**src/rtl/multicycle_ctrl.sv**
```systemverilog
// multicycle_ctrl: multicycle processor control FSM; MULTICYCLE_CTRL_LINK_EN enables the BL link state
module multicycle_ctrl (
    input  logic       clk,
    input  logic       reset,
    input  logic [1:0] op,
    input  logic [5:0] funct,
    input  logic       cond_ex,
    input  logic       mem_ready,
    output logic       mem_req,
    output logic       ir_write,
    output logic       pc_write,
    output logic       adr_src,
    output logic       mem_w,
    output logic       reg_w,
    output logic       flag_w,
    output logic       alu_src_a,
    output logic       alu_op,
    output logic       illegal,
    output logic [1:0] alu_src_b,
    output logic [1:0] result_src,
    output logic [1:0] imm_src,
    output logic [1:0] reg_src,
    output logic [3:0] state
);
    typedef enum logic [3:0] {
        FETCH  = 4'd0,
        DECODE = 4'd1,
        MEMADR = 4'd2,
        MEMRD  = 4'd3,
        MEMWB  = 4'd4,
        MEMWR  = 4'd5,
        EXECR  = 4'd6,
        EXECI  = 4'd7,
        ALUWB  = 4'd8,
        BRANCH = 4'd9,
        LINK   = 4'd10
    } state_t;

    state_t r_state, w_next;
    logic   w_unused;

    assign state    = r_state;
    assign w_unused = ^funct[2:1];

    // state register, reset wins over any in-flight access
    always_ff @(posedge clk) begin
        if (reset) r_state <= FETCH;
        else       r_state <= w_next;
    end

    // next-state and per-state outputs; reset forces every output low
    always_comb begin
        w_next     = FETCH;
        mem_req    = 1'b0;
        ir_write   = 1'b0;
        pc_write   = 1'b0;
        adr_src    = 1'b0;
        mem_w      = 1'b0;
        reg_w      = 1'b0;
        flag_w     = 1'b0;
        alu_src_a  = 1'b0;
        alu_op     = 1'b0;
        illegal    = 1'b0;
        alu_src_b  = 2'b00;
        result_src = 2'b00;
        imm_src    = 2'b00;
        reg_src    = 2'b00;
        case (r_state)
            FETCH: begin
                mem_req    = 1'b1;
                alu_src_b  = 2'b10;
                result_src = 2'b10;
                ir_write   = mem_ready;
                pc_write   = mem_ready;
                w_next     = mem_ready ? DECODE : FETCH;
            end
            DECODE: begin
                imm_src = op;
                reg_src = {op == 2'b01 && !funct[0], op == 2'b10};
                if (cond_ex) begin
                    case (op)
                        2'b00: w_next = funct[5] ? EXECI : EXECR;
                        2'b01: w_next = MEMADR;
`ifdef MULTICYCLE_CTRL_LINK_EN
                        2'b10: w_next = funct[4] ? LINK : BRANCH;
`else
                        2'b10: w_next = BRANCH;
`endif
                        default: illegal = 1'b1;
                    endcase
                end
            end
            EXECR: begin
                alu_op = 1'b1;
                w_next = ALUWB;
            end
            EXECI: begin
                alu_src_b = 2'b01;
                alu_op    = 1'b1;
                w_next    = ALUWB;
            end
            ALUWB: begin
                flag_w = funct[0];
                reg_w  = funct[4:3] != 2'b10;
            end
            MEMADR: begin
                alu_src_b = 2'b01;
                w_next    = funct[0] ? MEMRD : MEMWR;
            end
            MEMRD: begin
                mem_req = 1'b1;
                adr_src = 1'b1;
                w_next  = mem_ready ? MEMWB : MEMRD;
            end
            MEMWR: begin
                mem_req = 1'b1;
                adr_src = 1'b1;
                mem_w   = mem_ready;
                w_next  = mem_ready ? FETCH : MEMWR;
            end
            MEMWB: begin
                result_src = 2'b01;
                reg_w      = 1'b1;
            end
            BRANCH: begin
                alu_src_b  = 2'b01;
                result_src = 2'b10;
                pc_write   = 1'b1;
            end
`ifdef MULTICYCLE_CTRL_LINK_EN
            LINK: begin
                reg_w      = 1'b1;
                result_src = 2'b10;
                reg_src    = 2'b01;
                w_next     = BRANCH;
            end
`endif
            default: w_next = FETCH;
        endcase
        if (reset) begin
            mem_req    = 1'b0;
            ir_write   = 1'b0;
            pc_write   = 1'b0;
            adr_src    = 1'b0;
            mem_w      = 1'b0;
            reg_w      = 1'b0;
            flag_w     = 1'b0;
            alu_src_a  = 1'b0;
            alu_op     = 1'b0;
            illegal    = 1'b0;
            alu_src_b  = 2'b00;
            result_src = 2'b00;
            imm_src    = 2'b00;
            reg_src    = 2'b00;
        end
    end
endmodule

```
**config.mk**
```make
export PLATFORM = sky130hd
export DESIGN_NAME = multicycle_ctrl
export DESIGN_NICKNAME = d
export VERILOG_FILES = /design/src/rtl/multicycle_ctrl.sv
export SDC_FILE = /design/constraint.sdc
export NUM_CORES = 1
export LEC_CHECK = 0
export CORE_MARGIN = 2
export CORE_UTILIZATION = 37
export DETAILED_ROUTE_END_ITERATION = 10
export HOLD_SLACK_MARGIN = 0.12
export PLACE_DENSITY_LB_ADDON = 0.1
export SYNTH_ARGS = -nofsm -noshare
export SYNTH_HDL_FRONTEND = slang
export SYNTH_SLANG_ARGS = --single-unit
```
**constraint.sdc**
```tcl
create_clock -name clk -period 2.6 [get_ports clk]
set_input_delay 0.52 -clock clk [delete_from_list [all_inputs] [get_ports clk]]
set_output_delay 0.52 -clock clk [all_outputs]
set_load 0.05 [all_outputs]
```
* Yosys cells after proc, flatten, opt, wreduce, memory -nomap -nowiden
Cells that the tools add are included. Widths: inputs -> output; s select.
Operators by class: reductions and logical operators 10, equal/unequal tests 12, muxes and demuxes 36
Operators with widths (number):
- $pmux 4 s6 | 1
- $mux 1 | 20
- $eq 4x3->1 const B | 4
- $mux 2 | 6
- $pmux 4 s3 | 1
- $mux 3 | 3
- $reduce_or 3->1 | 3
- $eq 4x2->1 const B | 2
- $eq 4x4->1 const B | 2
- $pmux 2 s2 | 2
- $reduce_or 2->1 | 3
- $eq 4x1->1 const B | 1
- $logic_not 4->1 | 1
- $mux 4 | 1
- $pmux 1 s2 | 2
- $eq 2x1->1 const B | 1
- $eq 2x2->1 const B | 1
- $logic_not 2->1 | 1
- $ne 2x2->1 const B | 1
- $logic_and 1x1->1 | 1
- $logic_not 1->1 | 1
Word-level totals: register bits 4, output and inout bits 22, word-level logic and storage cells 59, bits of input ports 12

* Depth between registers and ports, before layout
depth in word-level cells 6, mapped depth 4, mapped depth without buffers 3

* Least setup slack after synthesis
OpenSTA, ideal clock, no wires.
kind register to output, start register r_state[2], in the netlist state[2], end output mem_w, cell stages (with the launch flop) 4, arrival time 2769 ps, path buffers 1, setup slack -689 ps, cell sequence dfxtp_1 > buf_2 > nand2b_1 > nor4b_1
Between the ends: word-level cells in the longest chain between the ends 3
RTL lines:
- start, declared | RTL line 39 | state_t r_state, w_next;
- start signal, assigned | RTL line 48 | else r_state <= w_next;
- $eq 4x3->1 | RTL line 68 | case (r_state)
- $mux 1 | RTL line 68
- $mux 1 | RTL line 140 | if (reset) begin
- end, declared | RTL line 13 | output logic mem_w,
No other way between the ends.

* Final worst setup path
start register r_state[1], in the netlist state[1], end output reg_src[1]
Between the ends: word-level cells in the longest chain between the ends 3
RTL lines:
- $eq 4x1->1 | RTL line 68
- $mux 2 | RTL line 68
- $mux 2 | RTL line 140
- end, declared | RTL line 22 | output logic [1:0] reg_src,
No other way between the ends.

==> impl_results.html <==
<table>
<tr><th>Metric</th><th>Value</th></tr>
<tr><th colspan="2">Status</th></tr>
<tr><td>Run status</td><td>completed</td></tr>
<tr><th colspan="2">Placed design</th></tr>
<tr><td>PortBufs</td><td>30</td></tr>
<tr><td>Placer Congestion</td><td>0.850</td></tr>
<tr><td>Pre-CTS worst setup slack</td><td>0.177 ns</td></tr>
<tr><td>Post-detailed-placement half-perimeter wirelength</td><td>1250 um</td></tr>
<tr><th colspan="2">Finish</th></tr>
<tr><td>Largest register FFs</td><td>4</td></tr>
<tr><td>Antenna Diode Count</td><td>0</td></tr>
<tr><td>Fraction of layout instances using a drive strength above 1</td><td>43.0%</td></tr>
<tr><td>Layout-stage area growth over the synthesis result</td><td>112%</td></tr>
<tr><td>Net count reported at finish</td><td>113</td></tr>
<tr><td>Most frequent standard cell in the layout excluding fill and tap cells</td><td>sky130_fd_sc_hd__buf_12</td></tr>
<tr><td>Post-route core utilization</td><td>84.0%</td></tr>
<tr><td>Total area of sequential cells</td><td>92.6 um2</td></tr>
<tr><td>Commonest cells after routing, fill and taps aside</td><td>sky130_fd_sc_hd__buf_12, sky130_fd_sc_hd__clkdlybuf4s50_1, sky130_fd_sc_hd__a21oi_1, sky130_fd_sc_hd__nand2b_1, sky130_fd_sc_hd__buf_4</td></tr>
<tr><td>Area used by multi-input combinational logic</td><td>440 um2</td></tr>
<tr><td>Fill cell total of the finished layout</td><td>79</td></tr>
<tr><th colspan="2">Clocking</th></tr>
<tr><td>H-tree depth reported by CTS</td><td>1</td></tr>
<tr><td>Clock root cell</td><td>sky130_fd_sc_hd__clkbuf_4</td></tr>
<tr><td>Worst-case clock buffer depth</td><td>2</td></tr>
<tr><td>CTS tree</td><td>built</td></tr>
<tr><td>Clock sink count</td><td>4</td></tr>
<tr><td>Post-CTS setup buffer count</td><td>0</td></tr>
<tr><td>Clock buffers created by TritonCTS</td><td>3</td></tr>
<tr><td>Skew-Pair Late Insertion Delay</td><td>0.25 ns</td></tr>
<tr><td>Gates resized, CTS repair</td><td>0</td></tr>
<tr><td>Clk pin slew, worst setup/hold paths</td><td>0.05 ns</td></tr>
<tr><td>Hold buffer count at CTS</td><td>0</td></tr>
<tr><th colspan="2">Pwr</th></tr>
<tr><td>Sequential Power Share</td><td>22.2%</td></tr>
<tr><td>Sw frac</td><td>38.7%</td></tr>
<tr><td>Reported net switching power</td><td>123 uW</td></tr>
<tr><td>Cell area power density</td><td>290 nW/um2</td></tr>
<tr><td>Combinational fraction of design power</td><td>49.3%</td></tr>
<tr><td>Peak ir drop on the vdd network</td><td>217 uV</td></tr>
<tr><td>Pint</td><td>194 uW</td></tr>
<tr><td>Clock network fraction of design power</td><td>28.5%</td></tr>
<tr><td>Static Leakage</td><td>0.000424 uW</td></tr>
<tr><th colspan="2">Timing</th></tr>
<tr><td>Max Clock Skew</td><td>0.0100 ns</td></tr>
<tr><td>Worst Slack Setup Final</td><td>0.158 ns</td></tr>
<tr><td>Final Hold Fails</td><td>0</td></tr>
<tr><td>RSZ-0062 raised after global routing</td><td>no</td></tr>
<tr><td>Pins Over Slew Limit</td><td>0</td></tr>
<tr><td>Relative max-transition margin</td><td>65.7%</td></tr>
<tr><td>Period utilization</td><td>93.9%</td></tr>
<tr><td>Upper clock frequency limit</td><td>410 MHz</td></tr>
<tr><td>Final setup violation count</td><td>0</td></tr>
<tr><td>Hold Worst Slack</td><td>0.571 ns</td></tr>
<tr><td>Worst slew pin tran</td><td>0.509 ns</td></tr>
<tr><td>Final period demand of the worst path</td><td>2.44 ns</td></tr>
<tr><th colspan="2">Worst hold path</th></tr>
<tr><td>Kind of path behind the tightest hold check</td><td>register to register</td></tr>
<tr><th colspan="2">Setup path</th></tr>
<tr><td>Critical path's largest stage delay</td><td>0.57 ns</td></tr>
<tr><td>Data arrival time at the worst-slack endpoint</td><td>1.92 ns</td></tr>
<tr><td>Cell with the largest stage delay on the worst path</td><td>sky130_fd_sc_hd__or4b_4</td></tr>
<tr><td>Critical path launch point type</td><td>register</td></tr>
<tr><td>Cells along the critical path</td><td>or4b_4 -&gt; nor3_4 -&gt; nor3b_4 -&gt; buf_12</td></tr>
<tr><td>Worst Path Class, Setup</td><td>register to output pin</td></tr>
<tr><td>Category of the worst setup path capture point</td><td>output pin</td></tr>
<tr><td>Critical Path RT</td><td>2.08 ns</td></tr>
<tr><td>Crit Path Max Fanout</td><td>17</td></tr>
<tr><th colspan="2">Synth</th></tr>
<tr><td>Distinct cell type count of the synthesized netlist</td><td>36</td></tr>
<tr><td>Cell area after synthesis</td><td>515 um2</td></tr>
<tr><td>Post-Synthesis Net Count</td><td>79</td></tr>
<tr><td>Number of standard cells after synthesis</td><td>67</td></tr>
<tr><td>Ys flop type</td><td>sky130_fd_sc_hd__dfxtp_1</td></tr>
<tr><td>Top cells by area, synth</td><td>sky130_fd_sc_hd__dfxtp_1, sky130_fd_sc_hd__nand2b_1, sky130_fd_sc_hd__a21oi_1, sky130_fd_sc_hd__and3_1, sky130_fd_sc_hd__nor3b_2</td></tr>
<tr><td>Cell type with the highest aggregate area in the netlist</td><td>sky130_fd_sc_hd__dfxtp_1</td></tr>
<tr><td>Share of async-settable or async-resettable flops after synthesis</td><td>0%</td></tr>
<tr><td>Synthesized area per cell</td><td>7.69 um2</td></tr>
<tr><td>Warnings, synthesis</td><td>0</td></tr>
<tr><td>Share of synthesized area occupied by flip-flops and latches</td><td>15.5%</td></tr>
<tr><td>Number of register bits inferred by synthesis</td><td>4</td></tr>
<tr><td>Area share of the largest cell type after synthesis</td><td>15.5%</td></tr>
<tr><td>Post-synth EDFFs</td><td>0</td></tr>
<tr><th colspan="2">Global routing</th></tr>
<tr><td>Antenna violations before repair</td><td>0</td></tr>
<tr><td>Global-route usage over all layers</td><td>21.9%</td></tr>
<tr><td>Vias in the first global route</td><td>529</td></tr>
<tr><td>Largest net degree at the start of global routing</td><td>19</td></tr>
<tr><td>Global-route wire length before repair</td><td>2370 um</td></tr>
<tr><td>Overflow left after global routing</td><td>0</td></tr>
<tr><th colspan="2">Floorplan</th></tr>
<tr><td>Initial core utilization</td><td>39.6%</td></tr>
<tr><td>Area of the die</td><td>1710 um2</td></tr>
<tr><td>Placement row count</td><td>13</td></tr>
<tr><td>Core ar.</td><td>1300 um2</td></tr>
<tr><td>Count of boundary I/O pins</td><td>34</td></tr>
<tr><td>Die Ht</td><td>41.3 um</td></tr>
<tr><td>Horiz. Die Dim</td><td>41.3 um</td></tr>
<tr><th colspan="2">Drt</th></tr>
<tr><td>Drt initial violations</td><td>9</td></tr>
<tr><td>WL/cell</td><td>13.9 um</td></tr>
<tr><td>Post-detailed-routing wire length</td><td>1600 um</td></tr>
<tr><td>1st-pass router iterations</td><td>4</td></tr>
<tr><td>Overall via count from detail_route</td><td>650</td></tr>
<tr><td>DRC violations left</td><td>0</td></tr>
<tr><td>Per-cell via count in the routed design</td><td>5.65</td></tr>
<tr><td>Post-route ant nets</td><td>0</td></tr>
<tr><th colspan="2">Job</th></tr>
<tr><td>Maximum Capacitance Violations</td><td>0</td></tr>
</table>
## metrics by stage
step           TNS, ns  total power [uW]  area [um2]  instances
2_1_floorplan  -0.0146               154         572         67
3_3_place_gp         0               225        1070        111
3_5_place_dp         0               227        1070        111
4_1_cts              0               320        1090        115
5_1_grt              0               332        1090        115
6_report             0               317        1090        115
## cell usage after synthesis, types with 2 or more instances
cell type / n
sky130_fd_sc_hd__inv_1: 2
sky130_fd_sc_hd__nor2b_1: 3
sky130_fd_sc_hd__o21ai_0: 2
sky130_fd_sc_hd__dfxtp_1: 4
sky130_fd_sc_hd__nand4b_1: 2
sky130_fd_sc_hd__a21oi_1: 5
sky130_fd_sc_hd__and3_1: 4
sky130_fd_sc_hd__nand2b_1: 5
sky130_fd_sc_hd__nand3b_1: 3
sky130_fd_sc_hd__nor4_1: 2
sky130_fd_sc_hd__xor2_1: 2
sky130_fd_sc_hd__buf_2: 4
sky130_fd_sc_hd__nor2_1: 4
sky130_fd_sc_hd__nor3_1: 2
sky130_fd_sc_hd__nor3b_2: 2
## layout make-up
class / count / share of cell area [%]
tap: 15 / 1.72
timing repair buffer: 35 / 46.5
multi-input combinational: 55 / 40.3
clock buffer: 4 / 2.40
inverter: 2 / 0.686
sequential: 4 / 8.47
## path summary, 6_finish.rpt
kind / startpoint / to / slack, ns / cells past startpoint
worst max-delay path: state[1]$_SDFF_PP0_ / reg_src[1] / 0.16 / 4
worst min-delay path: state[2]$_SDFF_PP0_ / state[3]$_SDFF_PP0_ / 0.57 / 2
worst max register to register: state[2]$_SDFF_PP0_ / state[2]$_SDFF_PP0_ / 1.13 / 3
worst min register to register: state[2]$_SDFF_PP0_ / state[3]$_SDFF_PP0_ / 0.57 / 2
## kinds of logic (layout without fill, tap and decap cells)
group	count (synthesis)	count (layout)	share of synthesized area [%]
and+or+nand+nor	39	39	56.6
AOI/OAI and AO/OA	13	13	16.3
DFF	4	4	15.5
buffers and inverters	8	41	7.52
other	1	1	0.727
xor gates and xnor gates	2	2	3.40
## power groups by stage
stage	combinational (uW)	clock (uW)	sequential, uW
finish	156	90.2	70.4
global route	164	96.3	71.6
CTS	157	92.8	70.2
detailed placement	156	0	71.2
global placement	154	0	71.0
floorplan	80.7	0	73.7
## critical path: cells and delay by family, from the launching register on
kind,cells,cell delay (ns)
and+or+nand+nor,3,1.11
DFF,1,0.40
buffers and inverters,1,0.16
## metal layers
layer,wire length [um],track usage [%],vias to the layer above,share of wire [%]
met4,16,9.68,0,1.0
li1,-,-,317,-
met3,97,6.91,2,6.1
met2,805,34.4,20,50
met5,0,0,-,0
met1,682,27.3,311,43
Power figures use the tool's default switching activity.
